--- config.mk ---
export PLATFORM = sky130hd
export DESIGN_NAME = aes_round_sequencer
export DESIGN_NICKNAME = d
export VERILOG_FILES = /design/src/rtl/aes_round_sequencer.sv
export SDC_FILE = /design/constraint.sdc
export NUM_CORES = 1
export LEC_CHECK = 0
export ABC_AREA = 1
export BUFFER_PORTS_ARGS = -buffer_cell sky130_fd_sc_hd__buf_2
export CORE_AREA = 4 4 248 250
export DETAILED_ROUTE_END_ITERATION = 8
export DIE_AREA = 0 0 252 254
export SYNTH_ARGS = -nofsm -noshare
export SYNTH_HDL_FRONTEND = slang
export SYNTH_SLANG_ARGS = --single-unit
--- constraint.sdc ---
create_clock -name clk -period 1.4 [get_ports clk]
set_clock_uncertainty 0.15 [all_clocks]
set_input_delay 0.21 -clock clk [delete_from_list [all_inputs] [get_ports clk]]
set_output_delay 0.21 -clock clk [all_outputs]
set_load 0.1 [all_outputs]
--- src/rtl/aes_round_sequencer.sv ---
// Iterative AES encryption sequencer: accepts a plaintext block, applies the
// initial AddRoundKey, then drives an external single-round datapath one round
// per clock. It presents the ciphertext through a valid/ready handshake.
// Optional build macro AES_SEQ_PERF_EN adds a saturating completed-block counter.
module aes_round_sequencer #(
  parameter int unsigned Nk = 4
) (
  input  logic         clk,
  input  logic         reset,
  input  logic         in_valid,
  output logic         in_ready,
  input  logic [0:127] in_data,
  input  logic [0:127] round_key,
  output logic [3:0]   key_idx,
  output logic [0:127] rnd_in,
  input  logic [0:127] rnd_out,
  output logic         rnd_last,
  output logic         busy,
  input  logic         flush,
  output logic         out_valid,
  input  logic         out_ready,
  output logic [0:127] out_data
`ifdef AES_SEQ_PERF_EN
  ,
  output logic [31:0]  blk_count
`endif
);

  localparam int unsigned Nr    = Nk + 6;
  localparam logic [3:0]  NrIdx = 4'(Nr);

  typedef enum logic [1:0] {StIdle, StRound, StDone} fsm_e;

  fsm_e         r_fsm;
  logic [3:0]   r_rnd;
  logic [0:127] r_state;
  logic         r_in_ready;
  logic         r_out_valid;
  logic         r_busy;
  logic [3:0]   r_key_idx;
  logic         r_rnd_last;
  logic [0:127] r_out_data;

  // FSM, round counter, state register and registered outputs.
  // Outputs are loaded with their next-state values so key_idx always equals
  // the round being computed in the same cycle.
  always_ff @(posedge clk) begin
    if (reset) begin
      r_fsm       <= StIdle;
      r_rnd       <= '0;
      r_state     <= '0;
      r_in_ready  <= 1'b1;
      r_out_valid <= 1'b0;
      r_busy      <= 1'b0;
      r_key_idx   <= '0;
      r_rnd_last  <= 1'b0;
      r_out_data  <= '0;
    end else if (flush) begin
      // Abort keeps r_state as is; only control returns to idle.
      r_fsm       <= StIdle;
      r_rnd       <= '0;
      r_in_ready  <= 1'b1;
      r_out_valid <= 1'b0;
      r_busy      <= 1'b0;
      r_key_idx   <= '0;
      r_rnd_last  <= 1'b0;
      r_out_data  <= '0;
    end else begin
      unique case (r_fsm)
        StIdle: begin
          if (in_valid && r_in_ready) begin
            r_state    <= in_data ^ round_key;
            r_rnd      <= 4'd1;
            r_fsm      <= StRound;
            r_in_ready <= 1'b0;
            r_busy     <= 1'b1;
            r_key_idx  <= 4'd1;
            r_rnd_last <= 1'b0;
          end
        end
        StRound: begin
          r_state <= rnd_out;
          if (r_rnd < NrIdx) begin
            r_rnd      <= r_rnd + 4'd1;
            r_key_idx  <= r_rnd + 4'd1;
            r_rnd_last <= ((r_rnd + 4'd1) == NrIdx);
          end else begin
            r_fsm       <= StDone;
            r_key_idx   <= '0;
            r_rnd_last  <= 1'b0;
            r_out_valid <= 1'b1;
            r_out_data  <= rnd_out;
          end
        end
        StDone: begin
          if (out_ready) begin
            r_fsm       <= StIdle;
            r_rnd       <= '0;
            r_in_ready  <= 1'b1;
            r_out_valid <= 1'b0;
            r_busy      <= 1'b0;
            r_out_data  <= '0;
          end
        end
        default: begin
          r_fsm       <= StIdle;
          r_rnd       <= '0;
          r_in_ready  <= 1'b1;
          r_out_valid <= 1'b0;
          r_busy      <= 1'b0;
          r_key_idx   <= '0;
          r_rnd_last  <= 1'b0;
          r_out_data  <= '0;
        end
      endcase
    end
  end

  assign in_ready  = r_in_ready;
  assign out_valid = r_out_valid;
  assign busy      = r_busy;
  assign key_idx   = r_key_idx;
  assign rnd_last  = r_rnd_last;
  assign out_data  = r_out_data;
  assign rnd_in    = r_state;

`ifdef AES_SEQ_PERF_EN
  logic [31:0] r_blk_count;

  // Saturating count of delivered ciphertext blocks; flush blocks the handshake.
  always_ff @(posedge clk) begin
    if (reset) begin
      r_blk_count <= '0;
    end else if (!flush && r_out_valid && out_ready && (r_blk_count != 32'hFFFF_FFFF)) begin
      r_blk_count <= r_blk_count + 32'd1;
    end
  end

  assign blk_count = r_blk_count;
`endif

endmodule

==> results of run 1 <==
==> cells in the mapped netlist (all sizes together) <==
cell | count | area, um^2
or2 | 1 | 6.260
buf | 87 | 510.5
nor2 | 349 | 1310
ha | 2 | 25.02
dfxtp | 270 | 5405
inv | 98 | 367.9
nand3 | 88 | 450.4
nand2 | 200 | 755.7
o21ai | 176 | 880.8
o21a | 1 | 7.510
nand4 | 46 | 287.8
xor2 | 1 | 8.760
a21oi | 140 | 700.7
o21bai | 82 | 615.6
xnor2 | 128 | 1121
clkbuf | 45 | 168.9
==> area by class of cell <==
| class | count | share of cell area, % |
|---|---|---|
| antenna | 4 | 0.03712 |
| clock inverter | 4 | 0.1670 |
| multi-input combinational | 1214 | 23.58 |
| clock buffer | 52 | 3.902 |
| inverter | 98 | 1.452 |
| timing repair buffer | 1165 | 47.12 |
| sequential | 270 | 20.16 |
| tap | 773 | 3.587 |
==> power breakdown <==
group	total [mW]	internal, mW	leakage (nW)	switching, mW
registers	8.50	8.06	2.21	0.433
logic	8.67	3.63	8.68	5.05
clock network	8.76	5.33	0.542	3.43
==> flip-flops by register name, indices dropped and copies added (netlist names) <==
signal,cells
out_data,128
in_ready,1
r_fsm,2
key_idx,4
out_valid,1
r_rnd,4
busy,1
rnd_last,1
rnd_in,128
==> worst reg2reg max path, delay by kind of cell, from the launching register on <==
| family | cells | cell delay, ns |
|---|---|---|
| AOI/OAI and AO/OA | 1 | 0.05 |
| buffers and inverters | 4 | 0.51 |
| DFF | 1 | 0.37 |
| and+or+nand+nor | 4 | 0.48 |
==> worst max path at each step <==
stage / to / slack (ns)
6_report: out_data[120]$_SDFFE_PP0P_ / -0.29
5_1_grt: out_data[120]$_SDFFE_PP0P_ / -0.34
4_1_cts: rnd_in[55]$_SDFFE_PP0P_ / -0.23
3_5_place_dp: out_data[125]$_SDFFE_PP0P_ / -0.34
3_3_place_gp: out_data[125]$_SDFFE_PP0P_ / -0.32
2_1_floorplan: rnd_in[10]$_SDFFE_PP0P_ / -0.20
==> metrics by stage <==
step                      hold slack, ns  utilization (%)  power (mW)  setup WS, ns  TNS (ns)
after detailed placement          0.3398            37.11       16.16       -0.3388    -43.81
after global placement            0.3336            37.11       16.14       -0.3169    -37.04
after global routing            0.008488            45.68       26.89       -0.3435   -103.42
final                            0.03533            45.69       25.93       -0.2878    -68.42
after CTS                      0.0003110            44.86       25.84       -0.2301    -74.11
after floorplan                   0.2131                -       12.78       -0.1951    -23.54
==> repair_timing <==
action | CTS | global route
buffers inserted | 2 | 4
hold buffers | 326 | 0
endpoints found under the setup margin | 533 | 534
cloned | 3 | 11
resized for setup | 39 | 148
pin swaps | 2 | 6
endpoints found under the hold margin | 235 | 0
==> kinds of logic (layout without fill, tap and decap cells) <==
| family | after synthesis | after routing |
|---|---|---|
| simple gates | 684 | 684 |
| compound gates | 399 | 399 |
| flops | 270 | 270 |
| buf+inv | 230 | 1319 |
| xor+xnor | 129 | 129 |
| fa+ha+maj | 2 | 2 |
| other cells | 0 | 4 |
==> per-layer routing <==
layer	global-route usage (%)	vias to the layer above	share of wire, %
li1	-	7724	-
met1	22.64	7606	38
met2	34.17	808	49
met3	4.646	229	7.3
met4	10.51	0	5.9
met5	0	-	0
==> out/metrics.json, run 1 <==
{
  "run_status": {"value": "finished, violations left"},
  "failed_checks": {"value": "negative setup slack"},
  "maxSlewHeadroom": {"value": 77.42, "unit": "%"},
  "wire_per_inst": {"value": 19.50, "unit": "um"},
  "cp.buffers_inverters": {"value": 4},
  "fp-row-count": {"value": 89},
  "max_cap_violations": {"value": 0},
  "place.gp.congestion": {"value": 0.9054},
  "period_needed": {"value": 1.688, "unit": "ns"},
  "critical_path_class": {"value": "flip-flop to flip-flop"},
  "ant_nets": {"value": 0},
  "timing.critical_path.slowest_stage_cell": {"value": "sky130_fd_sc_hd__dfxtp_2"},
  "synth.yosys.warnings": {"value": 0},
  "clock_sink_count": {"value": 270},
  "endpoint_kind": {"value": "flip-flop"},
  "netlist-cell-type-count": {"value": 23},
  "die-height": {"value": 254, "unit": "um"},
  "antenna_found_initial": {"value": 3},
  "clk_transition_reported_paths": {"value": 0.06, "unit": "ns"},
  "grt_overflow_total": {"value": 0},
  "detail_route.wirelength": {"value": 69.80, "unit": "mm"},
  "min_delay_worst_endpoint": {"value": "rnd_in[11]$_SDFFE_PP0P_"},
  "worst_skew_pair.late_latency": {"value": 0.53, "unit": "ns"},
  "cts.path.max_buffers": {"value": 3},
  "maximum_frequency_from_static_timing_analysis": {"value": 0.5925, "unit": "GHz"},
  "syn-cell-area": {"value": 12620, "unit": "um^2"},
  "clock_tree_from_tritoncts": {"value": "yes"},
  "reg2reg_depth": {"value": 9},
  "worst-endpoint-arrival": {"value": 1.93, "unit": "ns"},
  "synth-compound-area-share": {"value": 17.47, "unit": "%"},
  "synth_area_in_simple_gates": {"value": 22.26, "unit": "%"},
  "die_width": {"value": 252, "unit": "um"},
  "ioPinCount": {"value": 653},
  "first_pass_iters": {"value": 5},
  "yosys_register_bits": {"value": 270},
  "synth_seq_area_share": {"value": 42.82, "unit": "%"},
  "post_synth_fa_ha_maj_area_fraction": {"value": 0.1983, "unit": "%"},
  "worstReg2RegStart": {"value": "r_fsm[1]$_SDFFE_PP0P_"},
  "hold_viol": {"value": 0},
  "largest_family_of_logic_cells_by_synthesized_area": {"value": "simple AND/OR/NAND/NOR gates"},
  "vias_in_the_first_global_route": {"value": 16670},
  "crit_family": {"value": "buffers and inverters"},
  "timing.critical_path.depth": {"value": 9},
  "min-delay-start": {"value": "in_data[11]"},
  "dieArea": {"value": 64010, "unit": "um^2"},
  "worst_setup_path_startpoint": {"value": "r_fsm[1]$_SDFFE_PP0P_"},
  "power_leakage": {"value": 11.43, "unit": "nW"},
  "final_area": {"value": 26960, "unit": "um^2"},
  "critical_path.startpoint_type": {"value": "flip-flop"},
  "multiInputGateArea": {"value": 6357, "unit": "um^2"},
  "grt_use_total": {"value": 19.74, "unit": "%"},
  "post-route-worst-setup-slack": {"value": -0.2878, "unit": "ns"},
  "p_per_area": {"value": 961.5, "unit": "nW/um^2"},
  "vdd_ir_max": {"value": 0.0007630, "unit": "V"},
  "setup_viol": {"value": 533},
  "cts_made_buffers": {"value": 34},
  "grt_max_degree": {"value": 61},
  "route.detailed.vias_per_inst": {"value": 4.572},
  "syn-instance-count": {"value": 1714},
  "timing.reg2reg.setup_slack": {"value": -0.29, "unit": "ns"},
  "cts.htree.levels": {"value": 2},
  "most-common-layout-cells": {"value": "sky130_fd_sc_hd__buf_2 (388), sky130_fd_sc_hd__nor2_1 (333), sky130_fd_sc_hd__dlygate4sd3_1 (326), sky130_fd_sc_hd__buf_12 (304), sky130_fd_sc_hd__dfxtp_1 (260)"},
  "layout_commonest_cell": {"value": "sky130_fd_sc_hd__buf_2"},
  "slowest_delay": {"value": 0.37, "unit": "ns"},
  "parity_gate_share_of_the_synthesized_area_counting_xor_and_xnor_cells": {"value": 8.951, "unit": "%"},
  "detailroute.via_count": {"value": 16370},
  "initial_utilization": {"value": 21.39, "unit": "%"},
  "portBuffers": {"value": 652},
  "timing.critical_path.required": {"value": 1.64, "unit": "ns"},
  "post_synth_mux_area_share": {"value": 0, "unit": "%"},
  "reg2reg_to": {"value": "out_data[120]$_SDFFE_PP0P_"},
  "detailedRoute.firstIterationViolations": {"value": 1055},
  "worstPathCellList": {"value": "inv_4 > nand2_8 > inv_8 > nand2_4 > nand3_4 > buf_12 > clkbuf_16 > nand2_1 > a21oi_1"},
  "share_of_cells_above_drive_strength_1": {"value": 33.68, "unit": "%"},
  "area_delta_synth_final": {"value": 113.6, "unit": "%"},
  "cts-root-buf": {"value": "sky130_fd_sc_hd__clkbuf_16"},
  "grt_pass1_wl": {"value": 98.60, "unit": "mm"},
  "min-delay-path-class": {"value": "input port to flip-flop"},
  "grt_setup_unrepaired": {"value": "yes"},
  "critPathMaxFanout": {"value": 23},
  "fill_cells": {"value": 5366},
  "worst_margin_pin_slew": {"value": 0.3352, "unit": "ns"},
  "syn-num-nets": {"value": 2105},
  "design.final.nets": {"value": 3174},
  "timing.hold.worst_path_depth": {"value": 5},
  "layout.cells.non_filler": {"value": 3580},
  "timing.final.max_slew_violations": {"value": 0},
  "placeable_core_region": {"value": 59020, "unit": "um^2"},
  "average_cell_area_after_synthesis": {"value": 7.364, "unit": "um^2"},
  "placed_cells_incl_taps": {"value": 3175},
  "seqCellArea": {"value": 5435, "unit": "um^2"},
  "dp_hpwl": {"value": 44.65, "unit": "mm"},
  "placed_area": {"value": 21900, "unit": "um^2"},
  "finalCritPeriodShare": {"value": 120.6, "unit": "%"},
  "route.detailed.drc": {"value": 0}
}
(Power assumes the default switching activity.)
==> run 2, diff against run 1 <==
SKIP_CTS_REPAIR_TIMING = 1   (was default)
==> run 2 against run 1 <==
Against the previous run:
- the flow finishes with violations (negative hold slack, negative setup slack)
- critical path depth unchanged
- total power down 1.3%
- clock-buffer cell count unchanged
- final area down 6.0%
- final cell count down 5.1%
- maximum frequency down 3.3%
- wire length down 5.3%
- sequential share of layout area up 1.3 points
- flip-flop and latch count unchanged
- hold slack worse by 0.094 ns
- utilization down 2.8 points
- register-to-register slack worse by 0.06 ns
==> out/metrics.json, run 2 (same netlist as run 1, synthesis figures left out) <==
{
  "initial_utilization": {"value": 21.39, "unit": "%", "change": "unchanged"},
  "cts_made_buffers": {"value": 34, "change": "unchanged"},
  "detailroute.via_count": {"value": 15320, "change": "-6.4%"},
  "p_per_area": {"value": 1010, "unit": "nW/um^2", "change": "+5.1%"},
  "min-delay-path-class": {"value": "input port to flip-flop"},
  "critPathMaxFanout": {"value": 11, "change": "-52%"},
  "grt_max_degree": {"value": 61, "change": "unchanged"},
  "most-common-layout-cells": {"value": "sky130_fd_sc_hd__buf_2 (388), sky130_fd_sc_hd__nor2_1 (330), sky130_fd_sc_hd__buf_12 (295), sky130_fd_sc_hd__dfxtp_1 (265), sky130_fd_sc_hd__nand2_1 (193)"},
  "reg2reg_depth": {"value": 9, "change": "unchanged"},
  "fin_worst_hold_slack": {"value": -0.05912, "unit": "ns", "change": "-0.09445 ns"},
  "endpoint_kind": {"value": "flip-flop"},
  "clk_transition_reported_paths": {"value": 0.06, "unit": "ns", "change": "about the same"},
  "cts.path.max_buffers": {"value": 3, "change": "unchanged"},
  "grt_use_total": {"value": 16.77, "unit": "%", "change": "-3.0 points"},
  "wirelength_met1": {"value": 26.71, "unit": "mm", "change": "+0.13%"},
  "grt_setup_unrepaired": {"value": "yes"},
  "timing.hold.worst_path_depth": {"value": 5, "change": "unchanged"},
  "antenna_found_initial": {"value": 0, "change": "-3"},
  "min-delay-start": {"value": "in_data[104]"},
  "placed_cells_incl_taps": {"value": 3175, "change": "unchanged"},
  "failed_checks": {"value": "negative hold slack, negative setup slack"},
  "die_width": {"value": 252, "unit": "um", "change": "unchanged"},
  "cts.htree.levels": {"value": 2, "change": "unchanged"},
  "timing.reg2reg.setup_slack": {"value": -0.34, "unit": "ns", "change": "-0.06 ns"},
  "met3RoutedLength": {"value": 4.356, "unit": "mm", "change": "-15%"},
  "reg2reg_to": {"value": "out_data[40]$_SDFFE_PP0P_"},
  "ioPinCount": {"value": 653, "change": "unchanged"},
  "final.setup.tns": {"value": -69.26, "unit": "ns", "change": "-0.8467 ns"},
  "detail_route.wirelength": {"value": 66.11, "unit": "mm", "change": "-5.3%"},
  "finish.utilization": {"value": 42.93, "unit": "%", "change": "-2.8 points"},
  "placeable_core_region": {"value": 59020, "unit": "um^2", "change": "unchanged"},
  "period_needed": {"value": 1.745, "unit": "ns", "change": "+0.05722 ns"},
  "vdd_ir_max": {"value": 0.0007573, "unit": "V", "change": "-0.75%"},
  "clock_tree_from_tritoncts": {"value": "yes"},
  "portBuffers": {"value": 652, "change": "unchanged"},
  "ant_nets": {"value": 0, "change": "unchanged"},
  "worst_margin_pin_slew": {"value": 0.3356, "unit": "ns", "change": "+0.0003783 ns"},
  "maxSlewHeadroom": {"value": 77.47, "unit": "%", "change": "about the same"},
  "placed_area": {"value": 21900, "unit": "um^2", "change": "unchanged"},
  "layout_commonest_cell": {"value": "sky130_fd_sc_hd__buf_2"},
  "route.detailed.drc": {"value": 0, "change": "unchanged"},
  "design.final.nets": {"value": 2993, "change": "-5.7%"},
  "finalCritPeriodShare": {"value": 124.6, "unit": "%", "change": "+4.1 points"},
  "max_cap_violations": {"value": 0, "change": "unchanged"},
  "vias_in_the_first_global_route": {"value": 13850, "change": "-17%"},
  "met2_wirelength": {"value": 32.75, "unit": "mm", "change": "-3.3%"},
  "die-height": {"value": 254, "unit": "um", "change": "unchanged"},
  "layout.cells.non_filler": {"value": 3396, "change": "-5.1%"},
  "grt_overflow_total": {"value": 0, "change": "unchanged"},
  "worstReg2RegStart": {"value": "r_fsm[1]$_SDFFE_PP0P_"},
  "maximum_frequency_from_static_timing_analysis": {"value": 0.5731, "unit": "GHz", "change": "-3.3%"},
  "worst_skew_pair.late_latency": {"value": 0.53, "unit": "ns", "change": "about the same"},
  "min_delay_worst_endpoint": {"value": "rnd_in[104]$_SDFFE_PP0P_"},
  "area_delta_synth_final": {"value": 100.7, "unit": "%"},
  "setup_viol": {"value": 534, "change": "+0.19%"},
  "worst-endpoint-arrival": {"value": 2.03, "unit": "ns", "change": "+0.10 ns"},
  "timing.final.max_slew_violations": {"value": 0, "change": "unchanged"},
  "timing.critical_path.required": {"value": 1.69, "unit": "ns", "change": "+0.05 ns"},
  "detailedRoute.firstIterationViolations": {"value": 889, "change": "-16%"},
  "clock_sink_count": {"value": 270, "change": "unchanged"},
  "cts-root-buf": {"value": "sky130_fd_sc_hd__clkbuf_16"},
  "grt_pass1_wl": {"value": 82.98, "unit": "mm", "change": "-16%"},
  "critical_path.startpoint_type": {"value": "flip-flop"},
  "routed.top_layer": {"value": "met4"},
  "wire_per_inst": {"value": 19.47, "unit": "um", "change": "-0.16%"},
  "fp-row-count": {"value": 89, "change": "unchanged"},
  "place.gp.congestion": {"value": 0.9054, "change": "unchanged"},
  "critical_path_class": {"value": "flip-flop to flip-flop"},
  "placement.setup.worst_slack": {"value": -0.3388, "unit": "ns", "change": "unchanged"},
  "final_area": {"value": 25340, "unit": "um^2", "change": "-6.0%"},
  "dp_hpwl": {"value": 44.65, "unit": "mm", "change": "unchanged"},
  "power_leakage": {"value": 10.77, "unit": "nW", "change": "-5.7%"},
  "post-route-worst-setup-slack": {"value": -0.3450, "unit": "ns", "change": "-0.05722 ns"},
  "run_status": {"value": "finished, violations left"},
  "hold_viol": {"value": 35, "change": "+35"},
  "share_of_cells_above_drive_strength_1": {"value": 36.65, "unit": "%", "change": "+3.0 points"},
  "route.detailed.vias_per_inst": {"value": 4.512, "change": "-1.3%"},
  "first_pass_iters": {"value": 5, "change": "unchanged"},
  "dieArea": {"value": 64010, "unit": "um^2", "change": "unchanged"},
  "p_total": {"value": 25.60, "unit": "mW", "change": "-1.3%"}
}
run 2: how the worst max path moves through the flow:
stage                                      from                         end  cells after the start
after floorplan           in_ready$_SDFFE_PP1P_     rnd_in[10]$_SDFFE_PP0P_                      9
after global placement    r_fsm[0]$_SDFFE_PP0P_  out_data[125]$_SDFFE_PP0P_                      7
after detailed placement  r_fsm[1]$_SDFFE_PP0P_  out_data[125]$_SDFFE_PP0P_                      8
after CTS                 r_fsm[1]$_SDFFE_PP0P_  out_data[125]$_SDFFE_PP0P_                      8
after global routing      r_fsm[1]$_SDFFE_PP0P_   out_data[40]$_SDFFE_PP0P_                      9
final                     r_fsm[1]$_SDFFE_PP0P_   out_data[40]$_SDFFE_PP0P_                      9
run 2: layer usage:
layer  vias up  track usage, %
li1       7373               -
met1      7177           20.46
met2       644           29.00
met3       129           3.961
met4         0           5.911
met5         -               0
run 2: critical path: stages (launching register included):
cell and delay, ns:
sky130_fd_sc_hd__dfxtp_4 0.36, sky130_fd_sc_hd__inv_4 0.08, sky130_fd_sc_hd__nand2_8 0.10, sky130_fd_sc_hd__inv_16 0.13, sky130_fd_sc_hd__nand2_4 0.09, sky130_fd_sc_hd__nand3_4 0.11
sky130_fd_sc_hd__buf_12 0.16, sky130_fd_sc_hd__buf_6 0.19, sky130_fd_sc_hd__nand2_1 0.07, sky130_fd_sc_hd__a21oi_1 0.18
run 2: cell type report:
| type | count | area (um^2) |
|---|---|---|
| Fill cell | 5644 | 33680 |
| Timing Repair inverter | 1 | 11.26 |
| Timing Repair Buffer | 983 | 11060 |
| Multi-Input combinational cell | 1214 | 6375 |
| Tap cell | 773 | 967.2 |
| Clock buffer | 52 | 1052 |
| Inverter | 98 | 402.9 |
| Antenna cell | 1 | 2.502 |
| Clock inverter | 4 | 45.04 |
| Sequential cell | 270 | 5424 |
run 2: power breakdown:
part           internal (mW)  switching [mW]  leakage (nW)
registers               8.07           0.427          2.21
logic                   3.37            4.97          8.02
clock network           5.33            3.44         0.542
total                   16.8            8.83          10.8
